## config.mk

```make
export PLATFORM = sky130hd
export DESIGN_NAME = vga_timing_ctrl_flat
export DESIGN_NICKNAME = d
export VERILOG_FILES = /design/src/rtl/vga_pkg.sv /design/src/rtl/vga_timing_ctrl_if.sv /design/src/rtl/vga_delay_line.sv /design/src/rtl/vga_timing_ctrl.sv /design/src/flat_wrapper.sv
export SDC_FILE = /design/constraint.sdc
export NUM_CORES = 1
export LEC_CHECK = 0
export CAP_MARGIN = 20
export CELL_PAD_IN_SITES_DETAIL_PLACEMENT = 1
export CELL_PAD_IN_SITES_GLOBAL_PLACEMENT = 1
export CORE_ASPECT_RATIO = 0.8
export CORE_UTILIZATION = 32
export DETAILED_ROUTE_END_ITERATION = 16
export PLACE_DENSITY_LB_ADDON = 0.1
export SETUP_SLACK_MARGIN = 0.2
export SKIP_CTS_REPAIR_TIMING = 1
export SLEW_MARGIN = 10
export SYNTH_ARGS = -nofsm -noshare
export SYNTH_HDL_FRONTEND = slang
export SYNTH_SLANG_ARGS = --single-unit
```

## constraint.sdc

```tcl
create_clock -name pclk -period 2.7 [get_ports pclk]
set_input_delay 0.27 -clock pclk [delete_from_list [all_inputs] [get_ports pclk]]
set_output_delay 0.27 -clock pclk [all_outputs]
set_load 0.02 [all_outputs]
```

## src/rtl/vga_pkg.sv

```systemverilog
// ---------------------------------------------------------------------------
// vga_pkg
// Shared timing constants for the VGA raster generator.
//   - axis_timing_t : sync/back/active/front widths of one scan axis
//   - VGA_*         : common presets (640x480@60 is the default)
//   - SYNC_ACTIVE_* : sync polarity encodings (value driven while in sync)
//   - vga_axis_total: full period of one axis
// ---------------------------------------------------------------------------
package vga_pkg;

  typedef struct packed {
    int unsigned sync;
    int unsigned back;
    int unsigned active;
    int unsigned front;
  } axis_timing_t;

  localparam bit SYNC_ACTIVE_LOW  = 1'b0;
  localparam bit SYNC_ACTIVE_HIGH = 1'b1;

  // 640x480 @ 60 Hz, 25.175 MHz pixel clock
  localparam axis_timing_t VGA_640X480_H = '{sync: 96, back: 48, active: 640, front: 16};
  localparam axis_timing_t VGA_640X480_V = '{sync: 2, back: 33, active: 480, front: 10};

  // 800x600 @ 60 Hz, 40 MHz pixel clock (positive sync)
  localparam axis_timing_t VGA_800X600_H = '{sync: 128, back: 88, active: 800, front: 40};
  localparam axis_timing_t VGA_800X600_V = '{sync: 4, back: 23, active: 600, front: 1};

  // 1024x768 @ 60 Hz, 65 MHz pixel clock (negative sync)
  localparam axis_timing_t VGA_1024X768_H = '{sync: 136, back: 160, active: 1024, front: 24};
  localparam axis_timing_t VGA_1024X768_V = '{sync: 6, back: 29, active: 768, front: 3};

  localparam int unsigned DEF_H_SYNC   = VGA_640X480_H.sync;
  localparam int unsigned DEF_H_BACK   = VGA_640X480_H.back;
  localparam int unsigned DEF_H_ACTIVE = VGA_640X480_H.active;
  localparam int unsigned DEF_H_FRONT  = VGA_640X480_H.front;
  localparam int unsigned DEF_V_SYNC   = VGA_640X480_V.sync;
  localparam int unsigned DEF_V_BACK   = VGA_640X480_V.back;
  localparam int unsigned DEF_V_ACTIVE = VGA_640X480_V.active;
  localparam int unsigned DEF_V_FRONT  = VGA_640X480_V.front;
  localparam bit          DEF_H_POL    = SYNC_ACTIVE_LOW;
  localparam bit          DEF_V_POL    = SYNC_ACTIVE_LOW;

  function automatic int unsigned vga_axis_total(input axis_timing_t t);
    return t.sync + t.back + t.active + t.front;
  endfunction

endpackage

```

## src/rtl/vga_timing_ctrl_if.sv

```systemverilog
// ---------------------------------------------------------------------------
// vga_timing_ctrl_if
// Bundles the fetch side (scan enable, pixel address, frame buffer data) and
// the display side (delayed sync/valid and gated colour) of the VGA timing
// controller.
//   master : the timing controller
//   slave  : frame buffer / renderer plus the DAC pin consumer
// ---------------------------------------------------------------------------
interface vga_timing_ctrl_if #(
  parameter int CNT_W   = 10,
  parameter int COLOR_W = 8
);

  logic                 en;
  logic [3*COLOR_W-1:0] vga_data;
  logic [CNT_W-1:0]     h_addr;
  logic [CNT_W-1:0]     v_addr;
  logic                 addr_valid;
  logic                 line_start;
  logic                 frame_start;
  logic                 hsync;
  logic                 vsync;
  logic                 valid;
  logic [COLOR_W-1:0]   vga_r;
  logic [COLOR_W-1:0]   vga_g;
  logic [COLOR_W-1:0]   vga_b;

  modport master (
    input  en, vga_data,
    output h_addr, v_addr, addr_valid, line_start, frame_start,
    output hsync, vsync, valid, vga_r, vga_g, vga_b
  );

  modport slave (
    output en, vga_data,
    input  h_addr, v_addr, addr_valid, line_start, frame_start,
    input  hsync, vsync, valid, vga_r, vga_g, vga_b
  );

endinterface

```

## src/rtl/vga_delay_line.sv

```systemverilog
// ---------------------------------------------------------------------------
// vga_delay_line
// Fixed-depth shift register with asynchronous reset to a caller-supplied
// value. DEPTH = 0 degenerates to a plain wire.
//   pclk    : clock
//   reset   : asynchronous, active-high; loads rst_val into every stage
//   rst_val : idle value held by all stages while in reset
//   d       : data entering the line
//   q       : data leaving the line, DEPTH cycles after d
// ---------------------------------------------------------------------------
module vga_delay_line #(
  parameter int WIDTH = 1,
  parameter int DEPTH = 1
) (
  input  logic             pclk,
  input  logic             reset,
  input  logic [WIDTH-1:0] rst_val,
  input  logic [WIDTH-1:0] d,
  output logic [WIDTH-1:0] q
);

  generate
    if (DEPTH == 0) begin : g_bypass
      // Clock, reset and idle value have no role without storage.
      logic unused_bypass;
      assign unused_bypass = ^{pclk, reset, rst_val};
      assign q = d;
    end else begin : g_shift
      logic [WIDTH-1:0] stage [DEPTH];

      always_ff @(posedge pclk or posedge reset) begin
        if (reset) begin
          for (int i = 0; i < DEPTH; i++) stage[i] <= rst_val;
        end else begin
          stage[0] <= d;
          for (int i = 1; i < DEPTH; i++) stage[i] <= stage[i-1];
        end
      end

      assign q = stage[DEPTH-1];
    end
  endgenerate

endmodule

```

## src/rtl/vga_timing_ctrl.sv

```systemverilog
// ---------------------------------------------------------------------------
// vga_timing_ctrl
// Parametrised VGA raster generator. Scans h_cnt/v_cnt over the full frame,
// presents the visible pixel address with zero latency, and delays sync and
// display-enable by PIPE_LAT cycles so that colour returned by a pipelined
// frame buffer arrives alongside its own sync/valid.
//   pclk, reset : pixel clock, asynchronous active-high reset
//   bus.en      : scan enable; low parks the raster at the origin
//   bus.vga_data: {r,g,b} for the address issued PIPE_LAT cycles earlier
//   bus.h_addr/v_addr/addr_valid/line_start/frame_start : fetch side
//   bus.hsync/vsync/valid/vga_r/vga_g/vga_b             : display side
// ---------------------------------------------------------------------------
module vga_timing_ctrl
  import vga_pkg::*;
#(
  parameter int unsigned H_SYNC   = DEF_H_SYNC,
  parameter int unsigned H_BACK   = DEF_H_BACK,
  parameter int unsigned H_ACTIVE = DEF_H_ACTIVE,
  parameter int unsigned H_FRONT  = DEF_H_FRONT,
  parameter int unsigned V_SYNC   = DEF_V_SYNC,
  parameter int unsigned V_BACK   = DEF_V_BACK,
  parameter int unsigned V_ACTIVE = DEF_V_ACTIVE,
  parameter int unsigned V_FRONT  = DEF_V_FRONT,
  parameter bit          H_POL    = DEF_H_POL,
  parameter bit          V_POL    = DEF_V_POL,
  parameter int          PIPE_LAT = 2,
  parameter int          CNT_W    = 10,
  parameter int          COLOR_W  = 8
) (
  input logic               pclk,
  input logic               reset,
  vga_timing_ctrl_if.master bus
);

  localparam int unsigned H_TOTAL = vga_axis_total('{H_SYNC, H_BACK, H_ACTIVE, H_FRONT});
  localparam int unsigned V_TOTAL = vga_axis_total('{V_SYNC, V_BACK, V_ACTIVE, V_FRONT});

  localparam logic [CNT_W-1:0] H_LAST     = CNT_W'(H_TOTAL - 1);
  localparam logic [CNT_W-1:0] V_LAST     = CNT_W'(V_TOTAL - 1);
  localparam logic [CNT_W-1:0] H_START    = CNT_W'(H_SYNC + H_BACK);
  localparam logic [CNT_W-1:0] V_START    = CNT_W'(V_SYNC + V_BACK);
  localparam logic [CNT_W-1:0] H_ACT_W    = CNT_W'(H_ACTIVE);
  localparam logic [CNT_W-1:0] V_ACT_W    = CNT_W'(V_ACTIVE);
  localparam logic [CNT_W-1:0] H_SYNC_END = CNT_W'(H_SYNC);
  localparam logic [CNT_W-1:0] V_SYNC_END = CNT_W'(V_SYNC);

  logic [CNT_W-1:0] h_cnt;
  logic [CNT_W-1:0] v_cnt;
  logic [CNT_W-1:0] h_off;
  logic [CNT_W-1:0] v_off;
  logic             h_active;
  logic             v_active;
  logic             fetch_valid;
  logic             hs_raw;
  logic             vs_raw;
  logic             hs_d;
  logic             vs_d;
  logic             valid_d;

  // Raster counters: the line counter only advances on the horizontal wrap,
  // so both axes return to zero on the same edge at the end of a frame.
  always_ff @(posedge pclk or posedge reset) begin
    if (reset) begin
      h_cnt <= '0;
      v_cnt <= '0;
    end else if (!bus.en) begin
      h_cnt <= '0;
      v_cnt <= '0;
    end else if (h_cnt == H_LAST) begin
      h_cnt <= '0;
      v_cnt <= (v_cnt == V_LAST) ? '0 : v_cnt + 1'b1;
    end else begin
      h_cnt <= h_cnt + 1'b1;
    end
  end

  // Offsets into the visible window double as the pixel address; the upper
  // bound test on the offset avoids needing a constant one past the window.
  assign h_off    = h_cnt - H_START;
  assign v_off    = v_cnt - V_START;
  assign h_active = (h_cnt >= H_START) && (h_off < H_ACT_W);
  assign v_active = (v_cnt >= V_START) && (v_off < V_ACT_W);

  assign fetch_valid     = bus.en & h_active & v_active;
  assign bus.addr_valid  = fetch_valid;
  assign bus.h_addr      = fetch_valid ? h_off : '0;
  assign bus.v_addr      = fetch_valid ? v_off : '0;
  assign bus.line_start  = fetch_valid & (h_off == '0);
  assign bus.frame_start = bus.en & (h_cnt == '0) & (v_cnt == '0);

  // With the scan disabled the counters park at the origin, which lies
  // inside both sync pulses; feeding the idle level instead lets the delayed
  // outputs drain to inactive after PIPE_LAT cycles.
  assign hs_raw = (bus.en && (h_cnt < H_SYNC_END)) ? H_POL : ~H_POL;
  assign vs_raw = (bus.en && (v_cnt < V_SYNC_END)) ? V_POL : ~V_POL;

  vga_delay_line #(
    .WIDTH (3),
    .DEPTH (PIPE_LAT)
  ) u_sync_delay (
    .pclk    (pclk),
    .reset   (reset),
    .rst_val ({~H_POL, ~V_POL, 1'b0}),
    .d       ({hs_raw, vs_raw, fetch_valid}),
    .q       ({hs_d, vs_d, valid_d})
  );

  assign bus.hsync = hs_d;
  assign bus.vsync = vs_d;
  assign bus.valid = valid_d;

  assign {bus.vga_r, bus.vga_g, bus.vga_b} = valid_d ? bus.vga_data : '0;

endmodule

```

## src/flat_wrapper.sv

```systemverilog
// flat-port wrapper written by rule: the top's interface ports become plain ports
module vga_timing_ctrl_flat import vga_pkg::*;
#(
  parameter int unsigned H_SYNC   = DEF_H_SYNC,
  parameter int unsigned H_BACK   = DEF_H_BACK,
  parameter int unsigned H_ACTIVE = DEF_H_ACTIVE,
  parameter int unsigned H_FRONT  = DEF_H_FRONT,
  parameter int unsigned V_SYNC   = DEF_V_SYNC,
  parameter int unsigned V_BACK   = DEF_V_BACK,
  parameter int unsigned V_ACTIVE = DEF_V_ACTIVE,
  parameter int unsigned V_FRONT  = DEF_V_FRONT,
  parameter bit          H_POL    = DEF_H_POL,
  parameter bit          V_POL    = DEF_V_POL,
  parameter int          PIPE_LAT = 2,
  parameter int          CNT_W    = 10,
  parameter int          COLOR_W  = 8
)
  (pclk, reset, bus_en, bus_vga_data, bus_h_addr, bus_v_addr, bus_addr_valid, bus_line_start, bus_frame_start, bus_hsync, bus_vsync, bus_valid, bus_vga_r, bus_vga_g, bus_vga_b);
  vga_timing_ctrl_if #(.CNT_W(CNT_W), .COLOR_W(COLOR_W)) bus_i ();
  input logic pclk;
  input logic reset;
  input wire logic [$bits(bus_i.en)-1:0] bus_en;
  input wire logic [$bits(bus_i.vga_data)-1:0] bus_vga_data;
  output wire logic [$bits(bus_i.h_addr)-1:0] bus_h_addr;
  output wire logic [$bits(bus_i.v_addr)-1:0] bus_v_addr;
  output wire logic [$bits(bus_i.addr_valid)-1:0] bus_addr_valid;
  output wire logic [$bits(bus_i.line_start)-1:0] bus_line_start;
  output wire logic [$bits(bus_i.frame_start)-1:0] bus_frame_start;
  output wire logic [$bits(bus_i.hsync)-1:0] bus_hsync;
  output wire logic [$bits(bus_i.vsync)-1:0] bus_vsync;
  output wire logic [$bits(bus_i.valid)-1:0] bus_valid;
  output wire logic [$bits(bus_i.vga_r)-1:0] bus_vga_r;
  output wire logic [$bits(bus_i.vga_g)-1:0] bus_vga_g;
  output wire logic [$bits(bus_i.vga_b)-1:0] bus_vga_b;
  assign bus_i.en = bus_en;
  assign bus_i.vga_data = bus_vga_data;
  assign bus_h_addr = bus_i.h_addr;
  assign bus_v_addr = bus_i.v_addr;
  assign bus_addr_valid = bus_i.addr_valid;
  assign bus_line_start = bus_i.line_start;
  assign bus_frame_start = bus_i.frame_start;
  assign bus_hsync = bus_i.hsync;
  assign bus_vsync = bus_i.vsync;
  assign bus_valid = bus_i.valid;
  assign bus_vga_r = bus_i.vga_r;
  assign bus_vga_g = bus_i.vga_g;
  assign bus_vga_b = bus_i.vga_b;
  vga_timing_ctrl #(.H_SYNC(H_SYNC), .H_BACK(H_BACK), .H_ACTIVE(H_ACTIVE), .H_FRONT(H_FRONT), .V_SYNC(V_SYNC), .V_BACK(V_BACK), .V_ACTIVE(V_ACTIVE), .V_FRONT(V_FRONT), .H_POL(H_POL), .V_POL(V_POL), .PIPE_LAT(PIPE_LAT), .CNT_W(CNT_W), .COLOR_W(COLOR_W)) u_core (.pclk(pclk), .reset(reset), .bus(bus_i));
endmodule
```

Word-level counts from Yosys, hierarchy flattened:

Index checks and enable logic that the tools add are counted.

* add/subtract/negate cells: 4
* order comparisons: 6
* eq/ne operators: 3
* multiplexer cells: 10
* bitwise gates (word level): 5
* reduce and logical (&&, ||, !) cells: 7

Operators with widths (count)
* 10-bit 2-to-1 mux: 7
* 10-bit logical NOT: 3
* 24-bit 2-to-1 mux: 1
* 10-bit by 1-bit adder with 10-bit output, second input constant: 2
* 10-bit equality test, second input constant: 2
* 10-bit by 6-bit greater-or-equal comparator with 1-bit output, second input constant: 1
* 10-bit by 8-bit greater-or-equal comparator with 1-bit output, second input constant: 1
* 10-bit < comparator, second input constant: 1
* 10-bit by 2-bit < comparator with 1-bit output, second input constant: 1
* 10-bit by 7-bit < comparator with 1-bit output, second input constant: 1
* 10-bit by 9-bit < comparator with 1-bit output, second input constant: 1
* 10-bit by 6-bit subtractor with 10-bit output, second input constant: 1
* 10-bit by 8-bit subtractor with 10-bit output, second input constant: 1
* 1-bit bitwise AND: 5
* 1-bit logical AND: 4
* 1-bit 2-to-1 mux: 2
* 2-bit by 1-bit inequality test with 1-bit output, second input constant: 1

* register bits after elaboration: 26
* word-level logic and storage cells: 39

Logic depth before layout (Yosys ltp):

Gate-level depths: netlist of the first run.

* depth after elaboration: 6
* depth in mapped cells: 9
* mapped depth without buffers: 7

Least setup slack after synthesis of the first run:

No wires, ideal clock.

* kind: register -> output
* start: register u_core.h_cnt[4]
* end: output port bus_v_addr[5]
* arrival time: 2188 ps
* slack: 242 ps
* stages on the path, launching flop included: 9
* buffers on the path: 1
* cells stage by stage: dfrtp_1 -> clkbuf_1 -> inv_1 -> ha_1 -> or4b_2 -> a31oi_1 -> nor4_1 -> o21ai_0 -> a211oi_1

* longest elaborated chain between the ends: 6
* elaborated cells between the ends (all ways): 7

RTL lines
* start: declaration: RTL line vga_timing_ctrl.sv:47 `logic [CNT_W-1:0] h_cnt;`
* start signal: assignment: RTL line vga_timing_ctrl.sv:73 `h_cnt <= h_cnt + 1'b1;`
* 10-bit by 8-bit subtractor with 10-bit output: RTL line vga_timing_ctrl.sv:79 `assign h_off = h_cnt - H_START;`
* 10-bit < comparator: RTL line vga_timing_ctrl.sv:81 `assign h_active = (h_cnt >= H_START) && (h_off < H_ACT_W);`
* 1-bit logical AND *: RTL line vga_timing_ctrl.sv:81
* 1-bit bitwise AND * (2 in a row): RTL line vga_timing_ctrl.sv:84 `assign fetch_valid = bus.en & h_active & v_active;`
* 10-bit 2-to-1 mux *: RTL line vga_timing_ctrl.sv:87 `assign bus.v_addr = fetch_valid ? v_off : '0;`
* end: declaration: RTL line flat_wrapper.sv:25 `output wire logic [$bits(bus_i.v_addr)-1:0] bus_v_addr;`

Mark *: on every way between the ends. The rest lies on a longest branch, timed or not.

Worst setup path in the final report of the first run:

* start: register u_core.v_cnt[4]
* end: output port bus_v_addr[4]

* longest elaborated chain between the ends: 5
* elaborated cells between the ends (all ways): 6

RTL lines
* start: declaration: RTL line vga_timing_ctrl.sv:48 `logic [CNT_W-1:0] v_cnt;`
* start signal: assignment: RTL line vga_timing_ctrl.sv:71 `v_cnt <= (v_cnt == V_LAST) ? '0 : v_cnt + 1'b1;`
* 10-bit by 6-bit subtractor with 10-bit output: RTL line vga_timing_ctrl.sv:80 `assign v_off = v_cnt - V_START;`
* 10-bit by 9-bit < comparator with 1-bit output: RTL line vga_timing_ctrl.sv:82 `assign v_active = (v_cnt >= V_START) && (v_off < V_ACT_W);`
* 1-bit logical AND: RTL line vga_timing_ctrl.sv:82
* 1-bit bitwise AND: RTL line vga_timing_ctrl.sv:84
* 10-bit 2-to-1 mux *: RTL line vga_timing_ctrl.sv:87

Marks and branches as above.

==> impl_results.md, run 1 <==
* Design Area, Final at 3423 um^2
* Largest area contributor in the netlist: dfrtp_1
* Top delay family on crit path: compound AO/OA/AOI/OAI gates
* Placed cell area at 3153 um^2
* Hold slack final at 0.3552 ns
* CP max FO at 6
* Die area at 6831 um^2
* Max-slew headroom at 0.5737
* Diodes inserted at 0
* Final hold vios at 0
* Synth Net Count at 294
* Clock share of power at 0.311
* Crit path largest cell delay at 0.47 ns
* Post-synth EDFFs at 0
* Max VDD drop at 0.1456 mV
* Cell area power density at 212.9 nW/um^2
* Internal power at 0.5582 mW
* IO Count at 77
* Global Route Usage Sum at 0.2134
* Iter 0 DRT Violations at 116
* Maximum clock rate at 0.3654 GHz
* Die Wd at 92.16 um
* Residual DRC at 0
* Commonest cells in the netlist: nor2_1, and2_1, dfrtp_1
* Switching Share at 0.2340
* Core Region at 6100 um^2
* Final setup fails at 1
* CP endpoint kind: output pin
* Pin count of the biggest net entering global routing at 27
* WS Path Type: reg2out
* Final period util at 1.014
* Port Buffer Count at 75
* Clock-pin transition on the worst setup and hold timing paths at 0.09 ns
* Crit path cell chain: buf_4, nor4_1, o21ai_0, o22ai_2, o211ai_4, buf_6, a21oi_1, clkbuf_2
* Clock sinks at 26
* Syn avg cell area at 8.034 um^2
* Power share of the sequential group at 0.551
* Crit-path slowest cell: dfrtp_1
* Via count at 2291
* Netlist cell types at 45
* Post-detail-place hpwl at 5752 um
* Outcome: finished, violations left
* Ys Warns at 0
* DRT antenna net count at 0
* Worst Hold Class: in2async
* Clock skew at 0.01320 ns
* Final #Nets at 400
* Top cell type's share of synthesized area at 0.2646
* Initial Util at 0.3411
* Gr ovfl total at 0
* TritonCTS clock tree: built
* Min Tclk post-route at 2.737 ns
* Root buf cell: clkbuf_8
* Wire per inst at 16.88 um
* Clock buffer depth at 2
* Failing checks: negative setup slack
* Yosys reg bits at 26
* Main synth FF type: dfrtp_1
* Share of cells above drive strength 1 at 0.2995
* Slew Limit Fails at 0
* Number of max-cap violations at 0
* Vias/cell at 5.148
* Switching pwr at 0.1705 mW
* First-pass GRT wire length at 11300 um
* Cell count after synthesis at 259
* H-tree levels at 1
* CP Buf/Inv Count at 3
* Height of the die at 74.13 um
* DRT Pass-1 Iters at 4
* CTS buffer count at 3
* Worst Tran Pin Value at 0.6382 ns
* Initial antenna violation count at 0
* Syn-to-layout area delta at 64.52%
* Static Leak at 1.505 nW
* Synth async-reset ratio at 1.000
* GP Congestion at 0.8354
* Post-synth design cell area at 2081 um^2
* Setup crit start kind: flop
* Worst path arrival time at 2.47 ns
* Count leader, synth: nor2_1
* Combinational power share at 0.138
* Sequential element share of the synthesized area at 0.3151
* Clk Latency, worst-skew pair at 0.28 ns
* CP required at 2.43 ns
* Setup slack after layout at -0.03689 ns
* Core Rows at 25
* RSZ-0062 raised after global routing: yes
* Vias in the first global route at 2216
* Routed wire length at 7511 um
* Top post-synthesis cells by area: dfrtp_1, and2_1, nor2_1, xnor2_1, dfstp_2
layer usage:
| metal | track usage | share of wire | up-vias |
|---|---|---|---|
| met5 | 0 | 0 | - |
| met4 | 0.05208 | 0.0059 | 0 |
| met3 | 0.05215 | 0.077 | 4 |
| met2 | 0.3748 | 0.48 | 88 |
| met1 | 0.2677 | 0.43 | 1101 |
| li1 | - | - | 1098 |
worst paths after layout:
kind	depth (start not counted)	startpoint	slack (ns)	to
max	8	u_core.v_cnt[4]	-0.04	bus_v_addr[4]
max in group asynchronous	3	reset	2.03	u_core.u_sync_delay.q[1]
max reg2reg	10	u_core.v_cnt[0]	0.51	u_core.v_cnt[4]
min reg2reg	0	u_core.u_sync_delay.g_shift.stage[3]	0.36	u_core.u_sync_delay.q[0]
min	3	reset	0.36	u_core.h_cnt[6]
min in group pclk	0	u_core.u_sync_delay.g_shift.stage[3]	0.36	u_core.u_sync_delay.q[0]
flip-flops by register name (all words and copies together), names as in the netlist:
| signal | count |
|---|---|
| u_core.v_cnt | 10 |
| u_core.u_sync_delay.q | 3 |
| u_core.h_cnt | 10 |
| u_core.u_sync_delay.g_shift.stage | 3 |
cell type report:
cell class / instances / area, um^2
inverters: 15 / 56.30
multi-input cells: 195 / 1423
flip-flops and latches: 26 / 656.9
clock buffers: 4 / 45.04
well taps: 81 / 101.3
fillers: 713 / 2676
repair buffers: 124 / 1141
per-stage QoR:
| stage | setup TNS, ns | total power, mW | utilization | cells | setup WS, ns |
|---|---|---|---|---|---|
| 2_1_floorplan | 0 | 0.4430 | - | 259 | 0.2417 |
| 5_1_grt | -0.3866 | 0.7647 | 0.5612 | 445 | -0.08995 |
| 4_1_cts | -8.970 | 0.7385 | 0.5243 | 440 | -0.4683 |
| 6_report | -0.03689 | 0.7287 | 0.5612 | 445 | -0.03689 |
| 3_5_place_dp | -1.597 | 0.5066 | 0.5169 | 436 | -0.1305 |
| 3_3_place_gp | -0.7300 | 0.5041 | 0.5169 | 436 | -0.06790 |
power groups by stage:
stage               Combinational, mW  Clock, mW  Sequential [mW]
finish                          0.101      0.227            0.401
global route                    0.110      0.253            0.402
CTS                            0.0983      0.239            0.402
detailed placement             0.0976          0            0.409
global placement               0.0952          0            0.409
floorplan                      0.0317          0            0.411
cells in the final DEF (no fill, tap or decap), types with 9 or more instances in the layout:
master           instances
clkdlybuf4s50_1         53
nand4_1                  9
xnor2_1                 12
inv_1                   14
nand2_1                 13
buf_6                   18
dfrtp_1                 21
nor2_1                  21
buf_4                   48
o31ai_1                 10
o21ai_0                 10
nand3_1                 12
and2_1                  27
cells by family after synthesis:
group	count (synthesis)	share of synthesized area
AND/OR/NAND/NOR	126	0.3259
AO/OA/AOI/OAI	43	0.1575
buffers and inverters	38	0.07998
flip-flops	26	0.3151
XOR/XNOR	17	0.07156
adder cells (fa/ha/maj)	8	0.04811
other	1	0.001802
tightest hold or removal path, cell delays in order:
cell and delay, ns:
clkdlybuf4s50_1 0.40, inv_1 0.05, buf_4 0.32
Note: power is estimated with default switching activity, not from simulation.
==> inputs of run 2 (changes only) <==
--- a/config.mk
+++ b/config.mk
@@ -10,6 +10,7 @@
 export CELL_PAD_IN_SITES_GLOBAL_PLACEMENT = 1
 export CORE_ASPECT_RATIO = 0.8
 export CORE_UTILIZATION = 32
+export CTS_CLUSTER_SIZE = 8
 export DETAILED_ROUTE_END_ITERATION = 16
 export PLACE_DENSITY_LB_ADDON = 0.1
 export SETUP_SLACK_MARGIN = 0.2
==> results of run 2 <==
Final layout, timing and power as in run 1 (identical DEF).
